==> src/rtl/mac_seq_ctrl.sv <==
// mac_seq_ctrl
//   Sequencing controller for the 5-stage FloatSD4 MAC pipeline. Issues operand
//   groups into stage 1, drives the pipeline-wide inhibit, and keeps a tag shadow
//   of the pipeline so that only group-final results are handed downstream over a
//   valid/ready handshake. One job = i_num outputs of i_len MAC operations each.
//
//   Build option: define MAC_SEQ_CTRL_CHECK_EN to compare i_pipe_valid against the
//   tag shadow every cycle and raise a sticky o_err on mismatch. Without it the
//   compare logic is absent and o_err is tied low.
//
//   Ports
//     i_clk, i_rst        clock (rising edge), asynchronous active-high reset
//     i_start             job start, sampled only in IDLE (with i_len, i_num)
//     i_len, i_num        MAC ops per output, outputs per job
//     i_op_avail          operand source has a pair ready
//     o_op_req            issue strobe (stage-1 valid, operand pop)
//     o_op_first/last     issued op is first/last of its group
//     o_inhibit           global pipeline stall
//     i_pipe_valid        final-stage valid from the pipeline
//     o_out_valid         group result presentable; i_out_ready accepts it
//     o_out_last          presented result is the last of the job
//     o_busy, o_done      not IDLE / one-cycle completion pulse
//     o_err               sticky tag/pipeline mismatch
//
//   state  | meaning
//   IDLE   | waiting for i_start
//   ISSUE  | issuing ops while operands are available and no stall
//   DRAIN  | all ops issued, waiting for the tag shadow to empty
//   DONE   | one-cycle completion pulse

module mac_seq_ctrl #(
    parameter int CNT_W = 10,
    parameter int DEPTH = 5
) (
    input  logic             i_clk,
    input  logic             i_rst,
    input  logic             i_start,
    input  logic [CNT_W-1:0] i_len,
    input  logic [CNT_W-1:0] i_num,
    input  logic             i_op_avail,
    output logic             o_op_req,
    output logic             o_op_first,
    output logic             o_op_last,
    output logic             o_inhibit,
    input  logic             i_pipe_valid,
    output logic             o_out_valid,
    input  logic             i_out_ready,
    output logic             o_out_last,
    output logic             o_busy,
    output logic             o_done,
    output logic             o_err
);

    typedef enum logic [1:0] {
        ST_IDLE  = 2'd0,
        ST_ISSUE = 2'd1,
        ST_DRAIN = 2'd2,
        ST_DONE  = 2'd3
    } state_t;

    localparam logic [CNT_W-1:0] CNT_ONE = {{(CNT_W-1){1'b0}}, 1'b1};

    state_t           state_q, state_d;
    logic [CNT_W-1:0] len_q, len_d;
    logic [CNT_W-1:0] num_q, num_d;
    logic [CNT_W-1:0] op_cnt_q, op_cnt_d;
    logic [CNT_W-1:0] grp_cnt_q, grp_cnt_d;
    logic [DEPTH-1:0] tag_vld_q, tag_vld_d;
    logic [DEPTH-1:0] tag_last_q, tag_last_d;
    logic [DEPTH-1:0] tag_jlast_q, tag_jlast_d;

    logic fire;
    logic op_last_hit;
    logic grp_last_hit;
    logic out_valid;
    logic inhibit;

    assign op_last_hit  = (op_cnt_q == (len_q - CNT_ONE));
    assign grp_last_hit = (grp_cnt_q == (num_q - CNT_ONE));

    // Only group-final results are presented; intermediate pipeline outputs fall
    // through without a handshake.
    assign out_valid = tag_vld_q[DEPTH-1] & tag_last_q[DEPTH-1];
    assign inhibit   = out_valid & ~i_out_ready;
    assign fire      = (state_q == ST_ISSUE) & i_op_avail & ~inhibit;

    assign o_op_req    = fire;
    assign o_op_first  = fire & (op_cnt_q == '0);
    assign o_op_last   = fire & op_last_hit;
    assign o_inhibit   = inhibit;
    assign o_out_valid = out_valid;
    assign o_out_last  = out_valid & tag_jlast_q[DEPTH-1];
    assign o_busy      = (state_q != ST_IDLE);
    assign o_done      = (state_q == ST_DONE);

    // Tag shadow advances exactly when the pipeline does.
    always_comb begin
        tag_vld_d   = tag_vld_q;
        tag_last_d  = tag_last_q;
        tag_jlast_d = tag_jlast_q;
        if (!inhibit) begin
            tag_vld_d   = {tag_vld_q[DEPTH-2:0],   fire};
            tag_last_d  = {tag_last_q[DEPTH-2:0],  o_op_last};
            tag_jlast_d = {tag_jlast_q[DEPTH-2:0], o_op_last & grp_last_hit};
        end
    end

    always_comb begin
        state_d   = state_q;
        len_d     = len_q;
        num_d     = num_q;
        op_cnt_d  = op_cnt_q;
        grp_cnt_d = grp_cnt_q;
        case (state_q)
            ST_IDLE: begin
                if (i_start) begin
                    len_d     = i_len;
                    num_d     = i_num;
                    op_cnt_d  = '0;
                    grp_cnt_d = '0;
                    // An empty job skips issuing; it passes through DRAIN (tags
                    // are already empty) so o_done lands two cycles after i_start.
                    if ((i_len == '0) || (i_num == '0)) begin
                        state_d = ST_DRAIN;
                    end else begin
                        state_d = ST_ISSUE;
                    end
                end
            end
            ST_ISSUE: begin
                if (fire) begin
                    if (op_last_hit) begin
                        op_cnt_d  = '0;
                        grp_cnt_d = grp_cnt_q + CNT_ONE;
                        if (grp_last_hit) begin
                            state_d = ST_DRAIN;
                        end
                    end else begin
                        op_cnt_d = op_cnt_q + CNT_ONE;
                    end
                end
            end
            ST_DRAIN: begin
                // Looking at the next-state shadow lets DONE follow the cycle in
                // which the final tag leaves the last stage.
                if (tag_vld_d == '0) begin
                    state_d = ST_DONE;
                end
            end
            ST_DONE: begin
                state_d = ST_IDLE;
            end
            default: begin
                state_d = ST_IDLE;
            end
        endcase
    end

    always_ff @(posedge i_clk or posedge i_rst) begin
        if (i_rst) begin
            state_q     <= ST_IDLE;
            len_q       <= '0;
            num_q       <= '0;
            op_cnt_q    <= '0;
            grp_cnt_q   <= '0;
            tag_vld_q   <= '0;
            tag_last_q  <= '0;
            tag_jlast_q <= '0;
        end else begin
            state_q     <= state_d;
            len_q       <= len_d;
            num_q       <= num_d;
            op_cnt_q    <= op_cnt_d;
            grp_cnt_q   <= grp_cnt_d;
            tag_vld_q   <= tag_vld_d;
            tag_last_q  <= tag_last_d;
            tag_jlast_q <= tag_jlast_d;
        end
    end

`ifdef MAC_SEQ_CTRL_CHECK_EN
    logic err_q, err_d;

    always_comb begin
        err_d = err_q | (i_pipe_valid ^ tag_vld_q[DEPTH-1]);
    end

    always_ff @(posedge i_clk or posedge i_rst) begin
        if (i_rst) begin
            err_q <= 1'b0;
        end else begin
            err_q <= err_d;
        end
    end

    assign o_err = err_q;
`else
    logic unused_pipe_valid;
    assign unused_pipe_valid = i_pipe_valid;
    assign o_err = 1'b0;
`endif

endmodule

==> config.mk <==
export PLATFORM = sky130hd
export DESIGN_NAME = mac_seq_ctrl
export DESIGN_NICKNAME = d
export VERILOG_FILES = /design/src/rtl/mac_seq_ctrl.sv
export SDC_FILE = /design/constraint.sdc
export NUM_CORES = 1
export LEC_CHECK = 0
export CAP_MARGIN = 10
export CORE_MARGIN = 2
export CORE_UTILIZATION = 30
export DETAILED_ROUTE_END_ITERATION = 12
export RECOVER_POWER = 100
export SLEW_MARGIN = 25
export SYNTH_ARGS = -nofsm -noshare
export SYNTH_HDL_FRONTEND = slang
export SYNTH_SLANG_ARGS = --single-unit
==> constraint.sdc <==
create_clock -name i_clk -period 3.67 [get_ports i_clk]
set_input_delay 0.367 -clock i_clk [delete_from_list [all_inputs] [get_ports i_clk]]
set_output_delay 0.367 -clock i_clk [all_outputs]
set_load 0.03 [all_outputs]
==> results of run 1 <==
-- kinds of logic after synthesis --
family	after synthesis
compound gates	54
xor+xnor	28
fa+ha+maj	9
buf+inv	29
flops	57
mux	35
other cells	1
simple gates	120
-- final cells by class --
| type | instances | area (sq um) | area share (%) |
|---|---|---|---|
| clock buffer | 9 | 225 | 5.38 |
| clock inverter | 7 | 95.1 | 2.27 |
| inverter | 16 | 60.1 | 1.43 |
| multi-input combinational | 247 | 1850 | 44.1 |
| sequential | 57 | 1430 | 34.1 |
| tap | 143 | 179 | 4.27 |
| timing repair buffer | 39 | 357 | 8.51 |
-- Yosys cell counts, types with 4 or more instances --
library cell / count / area share (%)
nand2_1: 25 / 2.7
or2_2: 6 / 1.1
clkbuf_1: 9 / 0.99
xor2_1: 12 / 3.1
nand3_1: 9 / 1.3
mux2i_1: 5 / 1.5
dfrtp_1: 57 / 42
nor2_1: 19 / 2.1
mux2_2: 30 / 9.9
inv_1: 16 / 1.8
and3b_1: 4 / 1.0
a31o_2: 4 / 1.0
nor4_1: 8 / 1.5
nor3b_1: 4 / 0.88
ha_1: 9 / 3.3
and3_1: 6 / 1.1
a21oi_1: 5 / 0.73
o211ai_1: 4 / 0.88
nor3_1: 11 / 1.6
o21ai_0: 10 / 1.5
a211oi_1: 5 / 1.1
or3_1: 4 / 0.73
xnor2_1: 15 / 3.8
-- how the worst min path moves through the flow --
| stage | endpoint | slack, ns |
|---|---|---|
| after floorplan | tag_last_q[4]$_DFFE_PP0N_ | 0.43 |
| after global placement | tag_last_q[4]$_DFFE_PP0N_ | 0.44 |
| after detailed placement | tag_last_q[4]$_DFFE_PP0N_ | 0.45 |
| after CTS | tag_last_q[4]$_DFFE_PP0N_ | 0.46 |
| after global routing | tag_last_q[4]$_DFFE_PP0N_ | 0.50 |
| final | tag_last_q[4]$_DFFE_PP0N_ | 0.47 |
-- power by group --
part / total, mW / switching (mW) / internal, mW
combinational: 1.14 / 0.597 / 0.548
sequential: 1.04 / 0.245 / 0.794
clock: 0.891 / 0.298 / 0.593
-- routing by layer --
layer	GRT usage [%]	share of wire (%)	up-vias
li1	-	-	1288
met1	18.0	51	1286
met2	19.5	44	60
met3	3.17	4.0	7
met4	4.67	0.99	0
met5	0	0	-
-- state kept, by name, indices dropped and copies added (netlist names) --
name / cells
op_cnt_q: 10
len_q: 10
num_q: 10
state_q: 2
tag_last_q: 5
grp_cnt_q: 10
tag_jlast_q: 5
tag_vld_q: 5
-- per-stage QoR --
stage	utilization [%]	hold WS (ns)	instance area (sq um)
after global routing	37.2	0.502	4190
after floorplan	-	0.433	3420
after CTS	37.5	0.461	4230
after global placement	34.7	0.442	3910
final	37.2	0.466	4190
after detailed placement	34.7	0.448	3910
==> flow_summary.ini, run 1 <==
[status]
outcome = complete, no violations

[drt]
drt_wl_total_um = 7570
detail-route-antenna-nets = 0
post-route-drc-count = 0
vias_per_cell = 5.10
firstDrtPassIters = 4
drt_iter0_markers = 124
vias = 2641
wl_per_cell_um = 14.6

[critical_path]
critPathCaptureType = primary output
critical_path_class = reg -> out
critPathMaxStageDelay_ns = 0.55
reg2reg_depth = 8
crit_family = simple AND/OR/NAND/NOR gates
reg2reg_to = grp_cnt_q[2]$_DFFE_PP0P_
start_kind = flop
arrival_ns = 3.07
crit_fanout = 6
crit_end = o_op_last
crit_path_top_delay_cell = or4_4
crit_start = len_q[0]$_DFFE_PP0P_
path_cells = or4_4 > or3_4 > a2111oi_4 > o2111ai_1 > nor3_1 > dlygate4sd2_1
required_ns = 3.30
r2r-start = len_q[0]$_DFFE_PP0P_
path_depth = 6
crit_buf_inv = 1
r2r_slack_ns = 0.37

[clock_tree]
cts-buffers-inserted = 9
cts_setup_buffers = 0
cts_tree = yes
clkTransAtPathRegs_ns = 0.05
holdBufCountCts = 0
root_buffer = clkbuf_16
cts.sinks = 57
cts_resized = 1
htree_levels = 3
worstSkewPairLatency_ns = 0.32
cts_buffer_depth = 2

[die]
die_h_um = 111
die_area_sq_um = 12300
fp.coreArea_sq_um = 11300
start_util_pct = 30.4
io_pins = 35
std_cell_rows = 39
die_w_um = 111

[min_path]
whs_path_depth = 1
min_path_type = reg -> reg
hp-start = tag_last_q[3]$_DFFE_PP0N_

[placed_design]
dp.cells = 502
dpl.hpwl_um = 5560
place_ws_ns = 0.339
io_buffers = 32
gp_congestion = 0.794

[synth]
synth_compound_area_share_pct = 12.5
synth_top_family_by_area = simple AND/OR/NAND/NOR gates
synth_fp_nets = 368
syn_inst = 333
synth.distinct_cells = 62
syn_avg_cell_area_sq_um = 10.3
synth_xor_xnor_area_share_pct = 7.56
synth-adder-area-share_pct = 3.29
synth_edf_count = 0
synthFlopType = dfrtp_1
syn_area_sq_um = 3420
yosysWarnings = 0
ys_seq_area_share_pct = 41.7
ys_seq_elements = 57
synth-simple-area-share_pct = 19.8
synthMuxAreaShare_pct = 11.3
synthArstFlopShare_pct = 100

[grt]
grt_pass1_vias = 2626
grt_max_degree = 36
grt_remaining_overflow = 0
grt_usage_pct = 12.9
antenna_found_initial = 0
grt_pass1_wl_um = 12800

[final_layout]
final.fill_count = 1137
fin_nets = 405
layout-drive-gt1-share_pct = 18.4
final_cell_mix = 57 x dfrtp_1, 30 x mux2_2, 25 x nand2_1, 22 x clkdlybuf4s50_1, 19 x nor2_1
antenna_cells = 0
fin_cells = 518
area_growth_pct = 22.3
final_common_cell = dfrtp_1

[timing]
fmax_mhz = 291
hold_viol = 0
tightest_slew_ns = 1.32
setup_ws_ns = 0.230
timing.final.crit_share_pct = 93.7
relSlewSlack_pct = 12.0
fin_crit_ns = 3.44
rsz0062_at_grt = false
slew_violations = 0
setup_viol = 0
fin_tns_setup_ns = 0
finClkSkew_ns = 0.00278

[job]
max_cap_viol_count = 0

[power]
vdd_drop_max_mv = 0.373
p_per_area_nw_per_um2 = 734
p_total_mw = 3.07
p_leak_nw = 1.87
No activity file was read; power rests on OpenSTA's default activity.
==> run 2: changes to the inputs <==
==> constraint.sdc (replaced) <==
create_clock -name i_clk -period 3.67 [get_ports i_clk]
set_input_delay 0.5505 -clock i_clk [delete_from_list [all_inputs] [get_ports i_clk]]
set_output_delay 0.5505 -clock i_clk [all_outputs]
set_load 0.03 [all_outputs]
==> run 2 against run 1 <==
Compared with the run above:
- sequential share of layout area shrank 0.26 points
- worst setup slack got worse by 0.085 ns
- hold slack is essentially flat
- utilization rose by 0.29 points
- maximum frequency shrank 2.4%
- clock power increased by 3.4%
- total power up 1.7%
- routed wire length is 1.0% lower
- critical endpoint unchanged
==> flow_summary.ini, run 2 (synthesis gave the netlist of run 1 again) <==
[status]
outcome = complete, no violations

[clock_tree]
cts_tree = yes
cts.sinks = 57
worstSkewPairLatency_ns = 0.32
cts-buffers-inserted = 9
cts_buffer_depth = 2
htree_levels = 3
clkTransAtPathRegs_ns = 0.06
holdBufCountCts = 0
root_buffer = clkbuf_16

[placed_design]
dpl.hpwl_um = 5590
io_buffers = 32
dp.cells = 504
gp_congestion = 0.824

[drt]
drt_iter0_markers = 174
vias = 2620
vias_per_cell = 5.04
routed.top_layer = met4
detail-route-antenna-nets = 0
post-route-drc-count = 0
wl_per_cell_um = 14.4
firstDrtPassIters = 6
route.met3.wl_um = 381
drt_wl_total_um = 7490
wl_met1_um = 3780
dr_wl_met2_um = 3280

[critical_path]
arrival_ns = 2.97
critical_path_class = reg -> out
required_ns = 3.12
start_kind = flop
reg2reg_depth = 8
crit_fanout = 5
reg2reg_to = grp_cnt_q[2]$_DFFE_PP0P_
r2r-start = len_q[1]$_DFFE_PP0P_
r2r_slack_ns = 0.47
critPathCaptureType = primary output

[final_layout]
multiInputGateArea_sq_um = 1860
final.fill_count = 1128
fin_nets = 407
fin_cells = 520
final-seq-area_sq_um = 1430
antenna_cells = 0
final_common_cell = dfrtp_1
area_growth_pct = 23.3
layout-drive-gt1-share_pct = 18.8
final_cell_mix = 57 x dfrtp_1, 30 x mux2_2, 25 x nand2_1, 22 x clkdlybuf4s50_1, 19 x nor2_1

[die]
fp.coreArea_sq_um = 11300
die_h_um = 111
std_cell_rows = 39
start_util_pct = 30.4
die_area_sq_um = 12300
io_pins = 35
die_w_um = 111

[power]
p_per_area_nw_per_um2 = 741
p_leak_nw = 1.87
p_total_mw = 3.13
vdd_drop_max_mv = 0.351

[timing]
finClkSkew_ns = 0.00896
slew_violations = 0
timing.final.crit_share_pct = 96.1
relSlewSlack_pct = 22.2
fmax_mhz = 284
fin_tns_setup_ns = 0
fin_crit_ns = 3.53
tightest_slew_ns = 1.17
hold_viol = 0
setup_viol = 0
rsz0062_at_grt = false

[min_path]
hold_path_end = tag_last_q[4]$_DFFE_PP0N_
whs_path_depth = 1
min_path_type = reg -> reg
hp-start = tag_last_q[3]$_DFFE_PP0N_

[grt]
grt_pass1_vias = 2548
grt_remaining_overflow = 0
grt_usage_pct = 12.7
grt_max_degree = 26
antenna_found_initial = 0
grt_pass1_wl_um = 12600

[job]
max_cap_viol_count = 0
## run 2: cell types whose count changed in the layout (fill, tap and decap cells not counted)
cell,change
buf_4,+1
clkinv_4,-2
dlygate4sd3_1,-1
clkbuf_8,+2
clkbuf_1,+2
o2111ai_1,-1
o2111ai_4,+1
## run 2: metal layers
metal	global-route usage, %	vias up
met4	3.67	0
met5	0	-
met3	3.34	6
met1	17.9	1271
li1	-	1287
met2	19.1	56
## run 2: worst max-delay path, cell delays in order (launching register included)
cell and delay (ns):
dfrtp_1 0.42, or4_4 0.56, or3_4 0.39, a2111oi_4 0.44
o2111ai_4 0.20, nor3_1 0.22, dlygate4sd2_1 0.43
## run 2: report_power, final
group	switching [mW]	internal, mW
clock	0.293	0.628
combinational	0.630	0.558
sequential	0.223	0.794
total	1.15	1.98
## run 2: cell type report
| type | count | share of cell area (%) |
|---|---|---|
| Sequential cell | 57 | 33.8 |
| Clock inverter | 5 | 1.84 |
| Inverter | 16 | 1.42 |
| Tap cell | 143 | 4.24 |
| Clock buffer | 11 | 5.99 |
| Multi-Input combinational cell | 247 | 44.2 |
| Timing Repair Buffer | 41 | 8.57 |
## run 2: per-stage QoR
step / setup slack [ns] / util [%] / cell area, sq um / hold WS (ns)
after detailed placement: 0.159 / 34.8 / 3920 / 0.458
after global placement: 0.200 / 34.8 / 3920 / 0.445
after CTS: 0.106 / 37.7 / 4250 / 0.470
after floorplan: 0.439 / - / 3420 / 0.433
after global routing: 0.0155 / 37.5 / 4220 / 0.495
final: 0.145 / 37.5 / 4220 / 0.466
## run 2: repair_timing
item,CTS,global route
setup buffers,0,0
resized for setup,1,0
endpoints found under the setup margin,1,0
## run 2: worst max-delay path by stage
stage                               from   endpoint  slack (ns)  cells past startpoint
floorplan           len_q[0]$_DFFE_PP0P_  o_op_last        0.44                      5
global placement    len_q[1]$_DFFE_PP0P_  o_op_last        0.20                      6
detailed placement  len_q[1]$_DFFE_PP0P_  o_op_last        0.16                      6
CTS                 len_q[1]$_DFFE_PP0P_  o_op_last        0.11                      6
global route        len_q[1]$_DFFE_PP0P_  o_op_last        0.02                      6
finish              len_q[1]$_DFFE_PP0P_  o_op_last        0.14                      6
==> run 3: changes to the inputs <==
--- a/config.mk
+++ b/config.mk
@@ -9,6 +9,7 @@
 export CORE_MARGIN = 2
 export CORE_UTILIZATION = 30
 export DETAILED_ROUTE_END_ITERATION = 12
+export DONT_BUFFER_PORTS = 1
 export RECOVER_POWER = 100
 export SLEW_MARGIN = 25
 export SYNTH_ARGS = -nofsm -noshare
==> run 3 against run 2 <==
Compared with the run above:
- utilization shrank 3.2 points
- critical endpoint unchanged
- final area shrank 8.6%
- sequential power is essentially flat
- clock power shrank 7.9%
- worst setup slack gained 0.080 ns
- first-iteration DRC count shrank 46%
- flip-flop and latch count is the same
==> flow_summary.ini, run 3 (synthesis gave the netlist of run 1 again) <==
[status]
outcome = complete, no violations

[min_path]
min_path_type = in -> reg

[critical_path]
crit_fanout = 7
path_cells = or4_1 > or3_1 > a2111oi_4 > o2111ai_4 > nor3_1 > buf_4
crit_path_top_delay_cell = or4_1
reg2reg_depth = 7
r2r-start = len_q[0]$_DFFE_PP0P_
critPathMaxStageDelay_ns = 0.58
crit_start = len_q[0]$_DFFE_PP0P_
r2r_slack_ns = 0.52
critPathCaptureType = primary output
reg2reg_to = grp_cnt_q[2]$_DFFE_PP0P_
crit_end = o_op_last
critical_path_class = reg -> out
arrival_ns = 2.89
start_kind = flop
required_ns = 3.12

[timing]
setup_ws_ns = 0.225
fin_tns_setup_ns = 0
hold_viol = 0
timing.final.crit_share_pct = 93.9
setup_viol = 0
fin_crit_ns = 3.45
rsz0062_at_grt = false
slew_violations = 0
relSlewSlack_pct = 7.06
finClkSkew_ns = 0.00574
tightest_slew_ns = 1.39
fmax_mhz = 290

[clock_tree]
cts_setup_buffers = 0
cts.sinks = 57
root_buffer = clkbuf_16
cts-buffers-inserted = 9
cts_buffer_depth = 2
worstSkewPairLatency_ns = 0.32
htree_levels = 3
cts_resized = 0
clkTransAtPathRegs_ns = 0.05
holdBufCountCts = 0
cts_tree = yes

[placed_design]
dpl.hpwl_um = 5350
dp.cells = 469
gp_congestion = 0.797
io_buffers = 0
place_ws_ns = 0.613

[die]
io_pins = 35
die_area_sq_um = 12300
std_cell_rows = 39
start_util_pct = 30.4
fp.coreArea_sq_um = 11300
die_h_um = 111
die_w_um = 111

[grt]
grt_remaining_overflow = 0
grt_pass1_wl_um = 12300
grt_pass1_vias = 2588
grt_usage_pct = 12.4
antenna_found_initial = 0
grt_max_degree = 33

[drt]
vias_per_cell = 5.14
drt_iter0_markers = 94
drt_wl_total_um = 7200
wl_per_cell_um = 14.9
post-route-drc-count = 0
vias = 2490
detail-route-antenna-nets = 0
firstDrtPassIters = 4

[power]
p_total_mw = 2.97
p_leak_nw = 1.69
vdd_drop_max_mv = 0.332
p_per_area_nw_per_um2 = 768

[final_layout]
final_cell_mix = 57 x dfrtp_1, 30 x mux2_2, 25 x nand2_1, 19 x nor2_1, 16 x inv_1
fin_nets = 372
final_common_cell = dfrtp_1
antenna_cells = 0
final.fill_count = 1123
final-seq-area_sq_um = 1430
fin_cells = 484
multiInputGateArea_sq_um = 1860
layout-drive-gt1-share_pct = 19.4
area_growth_pct = 12.7

[job]
max_cap_viol_count = 0
## run 3: cell types whose count changed in the layout (fill, tap and decap cells not counted), moves of 2 or more
cell             previous run  this run
buf_4                       4         1
clkinv_2                    2         0
clkinvlp_4                  1         3
dlygate4sd3_1               8         0
clkdlybuf4s50_1            22         0
## run 3: metrics by stage
stage                     hold WS (ns)  util [%]  cell area [sq um]
after floorplan                  0.433         -               3420
after global placement           0.439      31.8               3580
after detailed placement         0.448      31.8               3580
after CTS                        0.249      34.5               3890
after global routing             0.357      34.2               3860
final                            0.373      34.2               3860
## run 3: worst min-delay path by stage
stage                              start                   endpoint  slack [ns]  cells after the start
2_1_floorplan  tag_last_q[3]$_DFFE_PP0N_  tag_last_q[4]$_DFFE_PP0N_        0.43                      1
3_3_place_gp   tag_last_q[3]$_DFFE_PP0N_  tag_last_q[4]$_DFFE_PP0N_        0.44                      1
3_5_place_dp   tag_last_q[3]$_DFFE_PP0N_  tag_last_q[4]$_DFFE_PP0N_        0.45                      1
4_1_cts                            i_rst  tag_last_q[1]$_DFFE_PP0N_        0.25                      1
5_1_grt                         i_num[0]       num_q[0]$_DFFE_PP0P_        0.36                      1
6_report                        i_num[4]       num_q[4]$_DFFE_PP0P_        0.37                      1
## run 3: power breakdown
| part | internal, mW | total [mW] | switching [mW] |
|---|---|---|---|
| Sequential | 0.794 | 1.03 | 0.232 |
| Clock | 0.558 | 0.848 | 0.290 |
| Combinational | 0.495 | 1.09 | 0.596 |
## run 3: critical path, delay by kind of cell (launching register included)
family                 cells  cell delay, ns
AO/OA/AOI/OAI              2            0.73
buffers and inverters      1            0.21
flip-flops                 1            0.43
AND/OR/NAND/NOR            3            1.20
## run 3: metal layers
metal  global-route usage [%]  wire length, um  up-vias
li1                         -                -     1215
met1                     16.5             3450     1202
met2                     18.9             3190       63
met3                     4.48              445       10
met4                     4.00              110        0
met5                        0                0        -
## run 3: area by class of cell
type,instances,area share [%]
Timing Repair Buffer,6,0.681
Sequential cell,57,37.0
Clock buffer,11,6.55
Multi-Input combinational cell,247,48.2
Inverter,16,1.56
Clock inverter,4,1.36
Tap cell,143,4.64
